File: config.mk
export PLATFORM = sky130hd
export DESIGN_NAME = aes_ctr_controller
export DESIGN_NICKNAME = d
export VERILOG_FILES = /design/src/rtl/aes_ctr_pkg.sv /design/src/rtl/aes_ctr_controller_ctr_inc.sv /design/src/rtl/aes_ctr_controller.sv
export SDC_FILE = /design/constraint.sdc
export NUM_CORES = 1
export LEC_CHECK = 0
export CAP_MARGIN = 30
export CORE_AREA = 3 3 448 450
export DETAILED_ROUTE_END_ITERATION = 6
export DIE_AREA = 0 0 451 453
export SKIP_LAST_GASP = 1
export SLEW_MARGIN = 20
export SYNTH_ARGS = -nofsm -noshare
export SYNTH_HDL_FRONTEND = slang
export SYNTH_SLANG_ARGS = --single-unit
File: constraint.sdc
create_clock -name clk -period 1.7 [get_ports clk]
set_input_delay 0.17 -clock clk [delete_from_list [all_inputs] [get_ports clk]]
set_output_delay 0.17 -clock clk [all_outputs]
set_load 0.05 [all_outputs]
File: src/rtl/aes_ctr_pkg.sv
// Shared definitions for the AES-256 counter-mode controller: widths, state encoding
// and the partial-block byte mask used when CTR_PARTIAL_EN is defined.
package aes_ctr_pkg;

    localparam int BLOCK_W       = 128;
    localparam int KEY_W         = 256;
    localparam int CTR_W_DEFAULT = 32;

    localparam logic [2:0] ST_IDLE      = 3'd0;
    localparam logic [2:0] ST_READY     = 3'd1;
    localparam logic [2:0] ST_ISSUE     = 3'd2;
    localparam logic [2:0] ST_WAIT_CORE = 3'd3;
    localparam logic [2:0] ST_OUTPUT    = 3'd4;

    typedef enum logic [2:0] {
        S_IDLE      = ST_IDLE,
        S_READY     = ST_READY,
        S_ISSUE     = ST_ISSUE,
        S_WAIT_CORE = ST_WAIT_CORE,
        S_OUTPUT    = ST_OUTPUT
    } state_t;

    // Byte 0 is the most significant byte; nbytes == 0 means the whole block is valid.
    function automatic logic [BLOCK_W-1:0] mask_tail(input logic [BLOCK_W-1:0] blk,
                                                     input logic [3:0] nbytes);
        logic [BLOCK_W-1:0] res;
        res = blk;
        for (int i = 0; i < 16; i++) begin
            if (nbytes != 4'd0 && i >= int'(nbytes)) begin
                res[BLOCK_W-1-8*i -: 8] = 8'h00;
            end
        end
        return res;
    endfunction

endpackage

File: src/rtl/aes_ctr_controller_ctr_inc.sv
// Combinational increment of the low CTR_W bits of a 128-bit counter block; the
// upper bits pass through unchanged and wrap flags an all-ones field.
module ctr_inc
    import aes_ctr_pkg::*;
#(
    parameter int CTR_W = CTR_W_DEFAULT
) (
    input  logic [BLOCK_W-1:0] block,
    output logic [BLOCK_W-1:0] next_block,
    output logic               wrap
);

    logic [CTR_W-1:0] field;
    logic [CTR_W-1:0] field_inc;

    assign field     = block[CTR_W-1:0];
    assign field_inc = field + CTR_W'(1);
    assign wrap      = &field;

    generate
        if (CTR_W < BLOCK_W) begin : g_part
            assign next_block = {block[BLOCK_W-1:CTR_W], field_inc};
        end else begin : g_full
            assign next_block = field_inc;
        end
    endgenerate

endmodule

File: src/rtl/aes_ctr_controller.sv
// Counter-mode sequencer in front of a shared AES-256 core: one core encryption per
// accepted block, keystream XOR, registered outputs. Optional feature: CTR_PARTIAL_EN.
module aes_ctr_controller
    import aes_ctr_pkg::*;
#(
    parameter int CTR_W = CTR_W_DEFAULT
) (
    input  logic               clk,
    input  logic               rst,
`ifdef CTR_PARTIAL_EN
    input  logic               din_last,
    input  logic [3:0]         din_nbytes,
    output logic               dout_last,
`endif
    input  logic [KEY_W-1:0]   key_i,
    input  logic               key_load,
    input  logic [BLOCK_W-1:0] iv_i,
    input  logic               iv_load,
    input  logic [BLOCK_W-1:0] din,
    input  logic               din_valid,
    output logic               din_ready,
    output logic [BLOCK_W-1:0] dout,
    output logic               dout_valid,
    input  logic               dout_ready,
    output logic [KEY_W-1:0]   core_key,
    output logic [BLOCK_W-1:0] core_block,
    output logic               core_start,
    input  logic               core_done,
    input  logic [BLOCK_W-1:0] core_result,
    output logic               busy,
    output logic               ctr_wrap
);

    state_t             state;
    state_t             state_next;
    logic               key_cap;
    logic               iv_cap;
    logic               accept;
    logic               core_cap;
    logic               out_hs;
    logic               last_blk;
    logic [BLOCK_W-1:0] ctr_reg;
    logic [BLOCK_W-1:0] ctr_next;
    logic [BLOCK_W-1:0] inc_block;
    logic               inc_wrap;
    logic               wrap_next;
    logic [BLOCK_W-1:0] data_reg;
    logic [BLOCK_W-1:0] result;

    ctr_inc #(.CTR_W(CTR_W)) u_ctr_inc (
        .block      (ctr_reg),
        .next_block (inc_block),
        .wrap       (inc_wrap)
    );

`ifdef CTR_PARTIAL_EN
    logic       last_reg;
    logic [3:0] nbytes_reg;

    assign last_blk = last_reg;
    assign result   = mask_tail(core_result ^ data_reg, nbytes_reg);
`else
    assign last_blk = 1'b0;
    assign result   = core_result ^ data_reg;
`endif

    always_ff @(posedge clk or negedge rst) begin
        if (!rst) begin
            state <= S_IDLE;
        end else begin
            state <= state_next;
        end
    end

    // A key change always invalidates the counter, so it wins over iv_load and din.
    always_comb begin
        state_next = state;
        key_cap    = 1'b0;
        iv_cap     = 1'b0;
        accept     = 1'b0;
        core_cap   = 1'b0;
        out_hs     = 1'b0;
        case (state)
            S_IDLE: begin
                key_cap = key_load;
                if (iv_load) begin
                    iv_cap     = 1'b1;
                    state_next = S_READY;
                end
            end
            S_READY: begin
                if (key_load) begin
                    key_cap    = 1'b1;
                    state_next = S_IDLE;
                end else begin
                    iv_cap = iv_load;
                    if (din_valid && din_ready) begin
                        accept     = 1'b1;
                        state_next = S_ISSUE;
                    end
                end
            end
            S_ISSUE: begin
                state_next = S_WAIT_CORE;
            end
            S_WAIT_CORE: begin
                if (core_done) begin
                    core_cap   = 1'b1;
                    state_next = S_OUTPUT;
                end
            end
            S_OUTPUT: begin
                if (dout_ready) begin
                    out_hs     = 1'b1;
                    state_next = last_blk ? S_IDLE : S_READY;
                end
            end
            default: begin
                state_next = S_IDLE;
            end
        endcase
    end

    always_comb begin
        ctr_next  = ctr_reg;
        wrap_next = ctr_wrap;
        if (iv_cap) begin
            ctr_next  = iv_i;
            wrap_next = 1'b0;
        end else if (core_cap) begin
            ctr_next  = inc_block;
            wrap_next = ctr_wrap | inc_wrap;
        end
    end

    // Every output is computed from next-state values so that none depends on an input combinationally.
    always_ff @(posedge clk or negedge rst) begin
        if (!rst) begin
            core_key   <= '0;
            ctr_reg    <= '0;
            ctr_wrap   <= 1'b0;
            data_reg   <= '0;
            din_ready  <= 1'b0;
            core_start <= 1'b0;
            core_block <= '0;
            busy       <= 1'b0;
            dout       <= '0;
            dout_valid <= 1'b0;
        end else begin
            if (key_cap) begin
                core_key <= key_i;
            end
            ctr_reg    <= ctr_next;
            ctr_wrap   <= wrap_next;
            din_ready  <= (state_next == S_READY) && !wrap_next;
            core_start <= accept;
            busy       <= (state_next == S_ISSUE) || (state_next == S_WAIT_CORE) ||
                          (state_next == S_OUTPUT);
            if (accept) begin
                data_reg   <= din;
                core_block <= ctr_next;
            end
            if (core_cap) begin
                dout       <= result;
                dout_valid <= 1'b1;
            end else if (out_hs) begin
                dout_valid <= 1'b0;
            end
        end
    end

`ifdef CTR_PARTIAL_EN
    always_ff @(posedge clk or negedge rst) begin
        if (!rst) begin
            last_reg   <= 1'b0;
            nbytes_reg <= 4'd0;
            dout_last  <= 1'b0;
        end else begin
            if (accept) begin
                last_reg   <= din_last;
                nbytes_reg <= din_nbytes;
            end
            if (core_cap) begin
                dout_last <= last_reg;
            end
        end
    end
`endif

endmodule

==> Word-level counts from Yosys, hierarchy flattened <==
Cells that the tools add are included.
Widths: inputs -> output; s select.
{ "word_totals": {"ff_bits": 776, "output_inout_bits": 517} }
{ "classes": {"muxes": 24, "add_sub_neg": 1, "reduce_logical": 8, "n_eq_ne": 8, "bitwise": 2} }
{ "op_table": {"columns": ["cell", "count"], "rows": [
  ["$mux 128", 1],
  ["$xor 128x128->128", 1],
  ["$add 32x1->32 const B", 1],
  ["$mux 32", 1],
  ["$reduce_and 32->1", 1],
  ["$mux 3", 5],
  ["$pmux 3 s5", 1],
  ["$mux 1", 14],
  ["$eq 3x2->1 const B", 4],
  ["$eq 3x1->1 const B", 2],
  ["$eq 3x3->1 const B", 2],
  ["$pmux 1 s2", 2],
  ["$logic_not 3->1", 1],
  ["$logic_and 1x1->1", 2],
  ["$logic_or 1x1->1", 2],
  ["$reduce_bool 2->1", 1],
  ["$logic_not 1->1", 1],
  ["$or 1x1->1", 1]
]} }

==> Logic depth before layout (Yosys ltp) <==
{ "logic_depth": {"ltp_word": 7, "mapped_depth": 10, "mapped_depth_nobuf": 6} }

==> Modules after synthesis <==
A second synthesis with hierarchy kept.
{ "unflattened": {"hier_cells": 2835, "area_unflattened_um2": 32513.7} }
{ "modules_own_cells": {"columns": ["module", "cells_per_inst", "area_per_inst_um2", "n_inst"], "rows": [
  ["aes_ctr_controller", 2651, 31164.9, 1],
  ["ctr_inc", 184, 1348.8, 1]
]} }

==> Least setup slack after synthesis <==
Ideal clock, no wire load.
{ "synth_timing": {"path_kind": "register to register", "from": "register din_ready", "to": "register core_block[107]", "path_slack_ns": -0.154, "period_less_slack_ns": 1.854, "stages_incl_launch_ff": 7, "t_arrival_ns": 1.729, "n_path_buf": 3, "t_required_ns": 1.575, "path_cell_list": "dfrtp_1 > nand4_1 > buf_2 > inv_2 > buf_4 > buf_2 > mux2_2"} }
{ "synth_between": {"elab_chain_len": 4} }
{ "synth_lines": {"columns": ["element", "line_no", "text"], "rows": [
  ["start: declaration", "aes_ctr_controller.sv:21", "output logic din_ready,"],
  ["start signal: assignment", "aes_ctr_controller.sv:155", "din_ready <= (state_next == S_READY) && !wrap_next;"],
  ["$logic_and 1x1->1", "aes_ctr_controller.sv:97", "if (din_valid && din_ready) begin"],
  ["$mux 1", "aes_ctr_controller.sv:97", null],
  ["$mux 1", "aes_ctr_controller.sv:92", "if (key_load) begin"],
  ["$mux 1", "aes_ctr_controller.sv:83", "case (state)"],
  ["end signal: assignment", "aes_ctr_controller.sv:161", "core_block <= ctr_next;"],
  ["end: declaration", "aes_ctr_controller.sv:26", "output logic [BLOCK_W-1:0] core_block,"]
]} }
Every way passes these cells.
A chain may end at the register's enable or synchronous reset.

==> Worst setup path after layout <==
{ "layout_timing": {"from": "register state[2]", "to": "register core_block[96]"} }
{ "layout_between": {"elab_chain_len": 3} }
{ "layout_lines": {"columns": ["element", "line_no", "text"], "rows": [
  ["start: declaration", "aes_ctr_controller.sv:34", "state_t state;"],
  ["start signal: assignment", "aes_ctr_controller.sv:71", "state <= state_next;"],
  ["$eq 3x1->1 / $logic_not 3->1 (equally long branches)", "aes_ctr_controller.sv:83", null],
  ["$pmux 1 s2 *", "aes_ctr_controller.sv:83", null],
  ["$mux 128 *", "aes_ctr_controller.sv:127", "if (iv_cap) begin"],
  ["via ctr_next[96]", "aes_ctr_controller.sv:43", "logic [BLOCK_W-1:0] ctr_next;"]
]} }
Mark *: on every way through the listed nets, which the timed path passes. The rest lies on a longest branch.

==> Implementation_results.wiki <==
{| class="wikitable"
! Metric !! Value
|-
| Final setup skew || 0.0268 ns
|-
| IR drop worst, VDD || 1120 uV
|-
| Number of vias per cell after detailed routing || 3.82
|-
| TritonCTS Sinks || between 700 and 800
|-
| Relative slew margins || about three fifths
|-
| Pwr per Cell Area || 1970 mW/mm^2
|-
| Most common cell after layout, fill and taps aside || sky130_fd_sc_hd__nand2_1
|-
| Pin count of the biggest net entering global routing || 74
|-
| Fraction of final layout cells with drive strength greater than 1 || 32.5%
|-
| Synthesized net count || between 3,000 and 4,000
|-
| Element type at the critical path start || flop
|-
| Ports || approximately 1,200
|-
| Detailed-route wire length per cell || roughly 24 microns
|-
| Post-detailed-routing wire length || between 150 and 200 mm
|-
| Total congestion overflow || 0
|-
| TritonCTS buffer count || 90
|-
| Post-synthesis cell type count || 50
|-
| Final setup violation count || 671
|-
| Worst hold slack || 0.0781 ns
|-
| CTS tree || built
|-
| Data arrival time at the worst-slack endpoint || 2.59 ns
|-
| Compound-cell area share of the yosys netlist || 3.79%
|-
| Routability Congestion || slightly above 0.9
|-
| Most frequent cells in the layout || sky130_fd_sc_hd__nand2_1 (804), sky130_fd_sc_hd__dfrtp_1 (772), sky130_fd_sc_hd__clkdlybuf4s50_1 (645)
|-
| Chip width || 451 microns
|-
| Clock edge transition at the registers on the reported setup and hold paths || approximately 0.06 ns
|-
| Synthesis-to-finish area growth || 80.6%
|-
| H-Tree Depth || 3
|-
| Clock period minus worst slack || 2.03 ns
|-
| Final critical-path share of the clock period || 119%
|-
| Area of the die || 0.204 sq mm
|-
| Number of pins with negative max-slew slack in the final report || 0
|-
| Final TNS setup || -104.23 ns
|-
| Maxcap violations || 0
|-
| Die span in y || around 450 microns
|-
| Number of flip-flops in the largest register || 256
|-
| Placed wire-length estimate after detailed placement || 130 mm
|-
| Initial standard-cell utilization of the core || 15.5%
|-
| Post-synthesis share of cell area spent on full adders, half adders and majority gates || less than 1%
|-
| Remaining design rule violation count || 0
|-
| Basic-gate share of the synthesized area counting and, or, nand and nor cells || between 10% and 20%
|-
| Post-synthesis area per instance || roughly 12 sq um
|-
| Main synth FF type || sky130_fd_sc_hd__dfrtp_1
|-
| Via count of the first global-routing pass || 27,900
|-
| Antenna violations before repair || 36
|-
| Post-detailed-route count of antenna-violating nets || 0
|-
| Share of synthesized flip-flops with an asynchronous set or reset || 100%
|-
| Data required, critical path || approximately 2.3 ns
|-
| Peak Freq || 493 MHz
|-
| First-pass GRT wire length || ~220 mm
|-
| Flop and latch count out of synthesis || about 780
|-
| Gate Count Post-Synth || 2,595
|-
| Violations in the final reports || negative setup slack
|-
| Path type of the worst min-delay path || in -> reg
|-
| Share of cell area taken by muxes after synthesis || 13.3%
|-
| Actual transition at the worst max-transition pin || 0.588 ns
|-
| Iteration count of the initial detailed-routing pass || 5
|-
| Largest fanout on the critical path || 8
|-
| Share of the yosys chip area belonging to registers || 63.6%
|-
| Number of enable-type register cells in the synthesized netlist || 0
|-
| Overall power after layout || 109,000 uW
|-
| Area inside the core boundary || 0.197 sq mm
|-
| Placement-stage worst setup slack || -0.746 ns
|-
| GRT Resource Usage Total || between 15 and 20%
|-
| Type of the worst setup path || reg -> reg
|-
| Syn Std Cell Area || 0.0305 sq mm
|-
| RSZ-0062 raised after global routing || true
|-
| Total via count after detailed routing || 26,966
|-
| Main combinational cell family by area after synthesis || multiplexers
|-
| CTS Root Buffer Type || sky130_fd_sc_hd__clkbuf_16
|-
| Xor and xnor area share after synthesis || 4.48%
|-
| Number of DRC markers after the initial detailed-route iteration || approximately 1,800
|-
| Std cell rows || between 150 and 200
|-
| Design area || 0.0551 sq mm
|-
| Register containing the most flip-flops in the final layout || core_key
|-
| P_leak || between 0.02 and 0.025 uW
|-
| Crit end category || flop
|-
| Final setup slack of the worst path || -0.330 ns
|-
| Quantity of I/O buffers inserted on ports || between 1,000 and 1,500
|-
| Worst-Skew Late Latency || approximately 0.72 ns
|-
| Hold Vio Cnt, Final || 0
|-
| Placement Cell Area || approximately 0.046 sq mm
|-
| CTS max path bufs || 3
|-
| Yosys warning total || 0
|-
| Status || finished with violations
|-
| Total number of nets in the final design || 4,982
|}
power by group:
part	total [uW]	internal, uW	switching (uW)
Clock	19800	11400	8400
Sequential	32000	26700	5310
Combinational	56700	20400	36300
Total	109000	58500	50000
through the flow:
step                instances  util [%]
CTS                      6966      27.1
floorplan                2595         -
detailed placement       6435      23.3
finish                   7055      28.0
global route             7052      28.0
global placement         6435      23.3
worst paths after layout:
path | start | endpoint | slack (ns) | cells after the start
setup / recovery | state[2]$_DFF_PN0_ | core_block[96]$_DFFE_PN0P_ | -0.33 | 9
hold / removal | iv_i[2] | ctr_reg[2]$_DFF_PN0_ | 0.08 | 3
setup reg to reg | state[2]$_DFF_PN0_ | core_block[96]$_DFFE_PN0P_ | -0.33 | 9
hold reg to reg | ctr_reg[99]$_DFF_PN0_ | ctr_reg[99]$_DFF_PN0_ | 0.46 | 2
max in group asynchronous | rst | core_block[16]$_DFFE_PN0P_ | 0.35 | 3
min in group asynchronous | rst | core_key[177]$_DFFE_PN0P_ | 0.13 | 2
per-layer routing:
layer	track usage (%)	share of wire, %
met1	18.9	40
met2	25.1	47
met3	5.00	8.2
met4	6.65	5.1
met5	0	0.096
final cells by class:
class / instances / area [sq um]
diodes: 12 / 30.0
well taps: 2640 / 3300
repair inverters: 2 / 60.1
flip-flops and latches: 776 / 19400
inverters: 13 / 77.6
repair buffers: 1783 / 18000
clock buffers: 134 / 2610
fillers: 20415 / 142000
clock inverters: 27 / 392
multi-input cells: 1668 / 11200
worst max-delay path: stages (launching register included):
cell	delay [ns]
sky130_fd_sc_hd__dfrtp_2	0.43
sky130_fd_sc_hd__buf_4	0.15
sky130_fd_sc_hd__a211oi_4	0.27
sky130_fd_sc_hd__nand2_4	0.08
sky130_fd_sc_hd__buf_12	0.16
sky130_fd_sc_hd__buf_16	0.16
sky130_fd_sc_hd__clkbuf_16	0.20
sky130_fd_sc_hd__nand2_1	0.09
sky130_fd_sc_hd__nand2_2	0.06
sky130_fd_sc_hd__mux2_2	0.26
synthesized netlist by cell type, drive strengths merged (2+ instances only):
cell type | instances | area, sq um
inv | 13 | 48.8
or3 | 4 | 25.0
and3 | 2 | 12.5
o22ai | 5 | 31.3
and2 | 6 | 37.5
and4 | 7 | 61.3
clkbuf | 48 | 180
nand2 | 838 | 3150
a31oi | 5 | 31.3
a21oi | 26 | 130
xor2 | 7 | 61.3
a22oi | 11 | 82.6
a222oi | 7 | 70.1
nor2 | 34 | 130
nor4 | 10 | 126
nor3 | 7 | 35.0
or2 | 2 | 12.5
mux2 | 360 | 4050
nand3 | 11 | 55.1
a22o | 2 | 17.5
o21ai | 147 | 736
dfrtp | 776 | 19400
xnor2 | 149 | 1310
buf | 90 | 465
nand4 | 15 | 128
cell families after synthesis:
group | after synthesis
mux | 360
fa+ha+maj | 1
simple gates | 941
compound gates | 210
buf+inv | 151
xor+xnor | 156
flops | 776
timing repair:
| item | in CTS | in global routing |
|---|---|---|
| hold endpoints to repair | 928 | 0 |
| pin swaps | 17 | 61 |
| gates cloned | 26 | 26 |
| setup endpoints to repair | 703 | 760 |
| resized for setup | 616 | 179 |
| hold buffers | 308 | 0 |
| buffers inserted | 37 | 55 |
Power figures use the tool's default switching activity.
